--- config.mk ---
export PLATFORM = sky130hd
export DESIGN_NAME = mfcc_window_tx
export DESIGN_NICKNAME = d
export VERILOG_FILES = /design/src/rtl/bnn_pkg.sv /design/src/rtl/mfcc_bank.sv /design/src/rtl/mfcc_window_tx.sv
export SDC_FILE = /design/constraint.sdc
export NUM_CORES = 2
export LEC_CHECK = 0
export CAP_MARGIN = 20
export CORE_ASPECT_RATIO = 1.5
export CORE_UTILIZATION = 25
export CTS_CLUSTER_SIZE = 20
export DETAILED_ROUTE_END_ITERATION = 10
export GPL_TIMING_DRIVEN = 0
export MAX_ROUTING_LAYER = met4
export SLEW_MARGIN = 20
export SYNTH_ARGS = -nofsm -noshare
export SYNTH_HDL_FRONTEND = slang
export SYNTH_HIERARCHICAL = 1
export SYNTH_SLANG_ARGS = --single-unit
--- constraint.sdc ---
create_clock -name clk -period 5.55 [get_ports clk]
set_clock_uncertainty 0.2 [all_clocks]
set_input_delay 1.665 -clock clk [delete_from_list [all_inputs] [get_ports clk]]
set_output_delay 1.665 -clock clk [all_outputs]
set_load 0.05 [all_outputs]
--- src/rtl/bnn_pkg.sv ---
// Shared constants and emit-state encoding for the BNN VAD front end.
package bnn_pkg;
    localparam int MFCC_W    = 16;
    localparam int N_COEF    = 40;
    localparam int K_CONV    = 5;
    localparam int N_WIN     = N_COEF - K_CONV + 1;
    localparam int WIN_IDX_W = 6;

    typedef enum logic {
        ST_IDLE,
        ST_EMIT
    } emit_state_t;
endpackage

--- src/rtl/mfcc_bank.sv ---
// One frame of MFCC coefficients: single write port, K-wide combinational window read at rbase.
module mfcc_bank #(
    parameter int DATA_W = bnn_pkg::MFCC_W,
    parameter int N_COEF = bnn_pkg::N_COEF,
    parameter int K      = bnn_pkg::K_CONV,
    parameter int AW     = bnn_pkg::WIN_IDX_W
) (
    input  logic                  clk,
    input  logic                  we,
    input  logic [AW-1:0]         waddr,
    input  logic [DATA_W-1:0]     wdata,
    input  logic [AW-1:0]         rbase,
    output logic [K*DATA_W-1:0]   rdata
);
    // Contents are deliberately not reset; full flags in the parent qualify them.
    logic [DATA_W-1:0] mem [N_COEF];

    always_ff @(posedge clk) begin
        if (we) begin
            mem[waddr] <= wdata;
        end
    end

    genvar gi;
    generate
        for (gi = 0; gi < K; gi++) begin : g_tap
            assign rdata[gi*DATA_W +: DATA_W] = mem[rbase + AW'(gi)];
        end
    endgenerate
endmodule

--- src/rtl/mfcc_window_tx.sv ---
// Buffers 40-coefficient MFCC frames and streams 36 stride-1 windows of 5, one per cycle.
// Define MFCC_WIN_DBUF_EN for ping-pong double buffering; otherwise a single bank is built.
module mfcc_window_tx #(
    parameter int DATA_W = bnn_pkg::MFCC_W,
    parameter int N_COEF = bnn_pkg::N_COEF,
    parameter int K      = bnn_pkg::K_CONV
) (
    input  logic                            clk,
    input  logic                            rst_n,
    input  logic                            flush,
    input  logic                            in_valid,
    input  logic [DATA_W-1:0]               in_data,
    output logic                            in_ready,
    output logic                            win_wr_en,
    output logic [K*DATA_W-1:0]             win_data,
    output logic [bnn_pkg::WIN_IDX_W-1:0]   win_idx,
    output logic                            win_first,
    output logic                            win_last,
    output logic                            busy
);
    localparam int N_WIN = N_COEF - K + 1;
    localparam int AW    = bnn_pkg::WIN_IDX_W;
`ifdef MFCC_WIN_DBUF_EN
    localparam int N_BANK = 2;
`else
    localparam int N_BANK = 1;
`endif
    localparam bit DBUF = (N_BANK == 2);

    import bnn_pkg::*;

    emit_state_t           state_reg;
    logic [AW-1:0]         wr_cnt_reg;
    logic [AW-1:0]         idx_reg;
    logic                  wr_bank_reg;
    logic                  rd_bank_reg;
    logic [1:0]            full_reg;
    logic                  win_wr_en_reg;
    logic [AW-1:0]         win_idx_reg;
    logic [K*DATA_W-1:0]   win_data_reg;
    logic [K*DATA_W-1:0]   bank_rdata [2];
    logic [AW-1:0]         rd_base;
    logic                  accept;

    assign in_ready = !full_reg[wr_bank_reg];
    assign accept   = in_valid && in_ready;
    // idx_reg reaches N_WIN in the final emit cycle; read base 0 there to stay inside the bank.
    assign rd_base  = (state_reg == ST_EMIT && idx_reg < AW'(N_WIN)) ? idx_reg : '0;

    genvar gi;
    generate
        for (gi = 0; gi < 2; gi++) begin : g_bank
            if (gi < N_BANK) begin : g_inst
                mfcc_bank #(
                    .DATA_W(DATA_W),
                    .N_COEF(N_COEF),
                    .K     (K),
                    .AW    (AW)
                ) u_bank (
                    .clk  (clk),
                    .we   (accept && !flush && wr_bank_reg == 1'(gi)),
                    .waddr(wr_cnt_reg),
                    .wdata(in_data),
                    .rbase(rd_base),
                    .rdata(bank_rdata[gi])
                );
            end else begin : g_none
                assign bank_rdata[gi] = '0;
            end
        end
    endgenerate

    always_ff @(posedge clk or negedge rst_n) begin
        if (!rst_n) begin
            state_reg     <= ST_IDLE;
            wr_cnt_reg    <= '0;
            idx_reg       <= '0;
            wr_bank_reg   <= 1'b0;
            rd_bank_reg   <= 1'b0;
            full_reg      <= '0;
            win_wr_en_reg <= 1'b0;
            win_idx_reg   <= '0;
            win_data_reg  <= '0;
        end else if (flush) begin
            state_reg     <= ST_IDLE;
            wr_cnt_reg    <= '0;
            idx_reg       <= '0;
            wr_bank_reg   <= 1'b0;
            rd_bank_reg   <= 1'b0;
            full_reg      <= '0;
            win_wr_en_reg <= 1'b0;
        end else begin
            // Set only hits an empty bank and clear only a full one, so they never collide.
            if (accept) begin
                if (wr_cnt_reg == AW'(N_COEF - 1)) begin
                    wr_cnt_reg            <= '0;
                    full_reg[wr_bank_reg] <= 1'b1;
                    wr_bank_reg           <= DBUF ? ~wr_bank_reg : 1'b0;
                end else begin
                    wr_cnt_reg <= wr_cnt_reg + 1'b1;
                end
            end

            case (state_reg)
                ST_IDLE: begin
                    if (full_reg[rd_bank_reg]) begin
                        state_reg     <= ST_EMIT;
                        win_wr_en_reg <= 1'b1;
                        win_idx_reg   <= '0;
                        win_data_reg  <= bank_rdata[rd_bank_reg];
                        idx_reg       <= AW'(1);
                    end
                end
                ST_EMIT: begin
                    if (idx_reg == AW'(N_WIN)) begin
                        state_reg             <= ST_IDLE;
                        win_wr_en_reg         <= 1'b0;
                        idx_reg               <= '0;
                        full_reg[rd_bank_reg] <= 1'b0;
                        rd_bank_reg           <= DBUF ? ~rd_bank_reg : 1'b0;
                    end else begin
                        win_wr_en_reg <= 1'b1;
                        win_idx_reg   <= idx_reg;
                        win_data_reg  <= bank_rdata[rd_bank_reg];
                        idx_reg       <= idx_reg + 1'b1;
                    end
                end
                default: state_reg <= ST_IDLE;
            endcase
        end
    end

    assign win_wr_en = win_wr_en_reg;
    assign win_idx   = win_idx_reg;
    assign win_data  = win_data_reg;
    assign win_first = win_wr_en_reg && (win_idx_reg == '0);
    assign win_last  = win_wr_en_reg && (win_idx_reg == AW'(N_WIN - 1));
    assign busy      = (|full_reg) || (state_reg == ST_EMIT);
endmodule
==> impl_metrics.json <==
{
  "status": "finished with violations",
  "violations": "negative setup slack",
  "synth-edff-count": 640,
  "portBuffers": 110,
  "dp_hpwl_um": 246000,
  "globalplace.congestion": 1.17,
  "cts.htree.levels": 3,
  "num_rows": 196,
  "slew_headroom": 0.125,
  "pin_count": 111,
  "clk_pin_slew_ps": 60,
  "largest_reg_flops": 640,
  "synth_mux_area_frac": 0.361,
  "synth-compound-area-share": 0.0574,
  "ys.flop_type": "edfxtp_1",
  "hold_viol": 0,
  "max-cap-violations": 0,
  "synth_top_family_by_area": "multiplexers",
  "rsz0062_at_grt": "yes",
  "wl_per_cell_um": 50.5,
  "start_util": 0.252,
  "yosysUniqueCellTypes": 73,
  "synth_cells": 3373,
  "ys_seq_area_frac": 0.455,
  "worstMarginPinSlew_ps": 1310,
  "drt-initial-drc-count": 6163,
  "grt_usage": 0.328,
  "worst_setup_path_start_kind": "register",
  "regToRegSetupSlack_ps": -130,
  "firstDrtPassIters": 8,
  "grt_pass1_wl_um": 400000,
  "power.density_nw_per_um2": 222,
  "whs_ps": 311,
  "tns_ps": -730,
  "grt_max_degree": 72,
  "cts_tree": "built",
  "ir_drop_mv": 0.220,
  "finalMaxSlewViolations": 0,
  "synth_area_leader_cell": "edfxtp_1",
  "ant_nets": 0,
  "drc": 0,
  "via_per_inst": 6.37,
  "period_share": 1.02,
  "hold_buffers": 0,
  "yosys.area_share.simple": 0.0848,
  "dieWidth_um": 359,
  "yosys_warnings": 6,
  "clkSinkCount": 741,
  "syn_area_per_cell_um2": 14.2,
  "layout-drive-gt1-share": 0.349,
  "cts-buffers-inserted": 79,
  "place_area_um2": 53100,
  "antenna_found_initial": 35,
  "syn_to_final_growth_pct": 19.3,
  "max_freq_ghz": 0.176,
  "crit_type": "reg2reg",
  "synth_top_area_share": 0.402,
  "synth-xor-area-share": 0.00427,
  "dieArea_um2": 193000,
  "async_flop_share": 0.136,
  "fin_area_um2": 57000,
  "synthTopCellsByArea": "edfxtp_1 (40%), mux4_2 (23%), mux2i_1 (8.2%)",
  "crit_arrival_ps": 6100,
  "synthAdderAreaFrac": 0.00209,
  "final_nets": 3647,
  "die_h_um": 538,
  "cp.required_ps": 5970,
  "root_buffer": "clkbuf_16",
  "instances_no_fill": 6186,
  "crit_path_max_fanout": 10,
  "cellLeakagePower_nw": 17.2,
  "period_needed_ps": 5680,
  "overflow": 0,
  "setup_viol": 16,
  "setup_ws_ps": -129,
  "ys_ff_latch": 741,
  "synthesis.area_um2": 47800,
  "grt_pass1_vias": 37600,
  "totalWireLength_um": 312000,
  "clk_latency_ps": 750,
  "vias": 39400,
  "hp-class": "reg2reg",
  "max-clock-path-buffers": 3,
  "dpl.cell_count": 6010,
  "syn-num-nets": 3401,
  "core-area_um2": 190000,
  "endpoint_kind": "register"
}
==> synth_stat cells (19+ instances only) <==
cell type	count
a211oi_1	39
a21oi_1	43
a22oi_1	84
a41oi_1	36
buf_1	26
buf_2	135
buf_4	41
clkbuf_1	104
dfrtp_1	101
edfxtp_1	640
mux2_2	88
mux2_4	79
mux2i_1	390
mux4_2	496
nand2_1	254
nand3_1	346
nand4_1	19
nor2_1	116
nor2b_1	57
nor3_1	24
o21ai_0	20
o22ai_1	36
==> cell families after synthesis <==
| group | count (synthesis) |
|---|---|
| mux | 1053 |
| xor+xnor | 19 |
| flops | 741 |
| compound gates | 367 |
| buf+inv | 326 |
| simple gates | 859 |
| fa+ha+maj | 8 |
==> placed cells by master (no fill, tap or decap), types with 12 or more instances in the layout <==
| cell type | synthesis | layout |
|---|---|---|
| clkinv_2 | 0 | 14 |
| nand3_1 | 346 | 325 |
| a311oi_1 | 17 | 17 |
| a41oi_2 | 0 | 15 |
| buf_4 | 41 | 67 |
| clkbuf_2 | 0 | 16 |
| edfxtp_1 | 640 | 640 |
| a41oi_1 | 36 | 15 |
| clkdlybuf4s50_1 | 0 | 93 |
| o22ai_1 | 36 | 35 |
| buf_12 | 8 | 31 |
| nand2_1 | 254 | 245 |
| nor2_1 | 116 | 77 |
| mux2i_1 | 390 | 389 |
| a41o_1 | 13 | 13 |
| mux2_2 | 88 | 88 |
| nor2_4 | 0 | 31 |
| a22oi_1 | 84 | 81 |
| a21oi_1 | 43 | 28 |
| clkbuf_1 | 104 | 77 |
| buf_6 | 4 | 28 |
| dfrtp_1 | 101 | 101 |
| nand3_2 | 1 | 22 |
| a21boi_0 | 12 | 12 |
| mux2_4 | 79 | 79 |
| clkbuf_16 | 0 | 83 |
| buf_2 | 135 | 131 |
| mux4_2 | 496 | 496 |
| a21oi_4 | 0 | 13 |
| nor2b_1 | 57 | 57 |
| nor3_1 | 24 | 20 |
| clkbuf_4 | 0 | 12 |
| o21ai_0 | 20 | 20 |
| nand4_1 | 19 | 19 |
| diode_2 | 0 | 29 |
| a211oi_1 | 39 | 35 |
==> per-layer routing <==
metal,share of wire,routed length (um),vias up,global-route usage
li1,-,-,14400,-
met1,0.33,102000,20500,0.332
met2,0.45,141000,3300,0.506
met3,0.093,28900,1202,0.0871
met4,0.13,40500,0,0.334
met5,0,0,-,-
==> stage by stage <==
step | power [mW] | setup WS, ps | utilization
after CTS | 12.7 | -47.9 | 0.299
final | 12.7 | -129 | 0.300
after global placement | 7.09 | -4870 | 0.274
after detailed placement | 7.11 | -2640 | 0.280
after floorplan | 6.71 | 882 | -
after global routing | 12.9 | -65.7 | 0.300
==> path summary, 6_finish.rpt <==
| path | start | endpoint | cells after the start |
|---|---|---|---|
| max | idx_reg[3] | win_data[51] | 18 |
| min | win_data[78] | win_data[78] | 1 |
| max reg2reg | idx_reg[3] | win_data[51] | 18 |
| min reg2reg | win_data[78] | win_data[78] | 1 |
| max in group asynchronous | rst_n | win_data[40] | 2 |
| min in group asynchronous | rst_n | win_data[9] | 1 |
==> worst max-delay path, stage by stage, from the launching register on <==
cell and delay (ps):
dfrtp_1 360, buf_4 170, o31a_2 340, nor2_1 200, buf_6 250, buf_6 260
clkinv_2 180, clkbuf_4 290, buf_2 270, ha_2 370, buf_4 250, buf_6 310
clkbuf_8 290, mux4_2 330, nand2_1 80, nand3_1 300, a32oi_4 470, nand2_1 260
mux2_4 310
==> layout make-up <==
class                   instances  area [um^2]
diodes                         29         72.6
plain buffers                 315         2070
clock buffers                  97         2180
clock inverters                47          509
fillers                     18900       133000
inverters                       8         42.5
multi-input cells            2306        25400
flip-flops and latches        741        21700
well taps                    2475         3100
repair buffers                168         1930
==> repair_timing <==
action,in CTS,in global routing
gates resized for setup,232,35
setup buffers,5,0
pin swaps,17,4
endpoints found under the setup margin,48,50
==> report_power, final <==
part	internal, mW	switching, mW	total (mW)
Combinational	0.262	0.531	0.792
Clock	3.08	2.58	5.66
Sequential	6.14	0.0700	6.21
Total	9.48	3.18	12.7
Power figures use the tool's default switching activity.
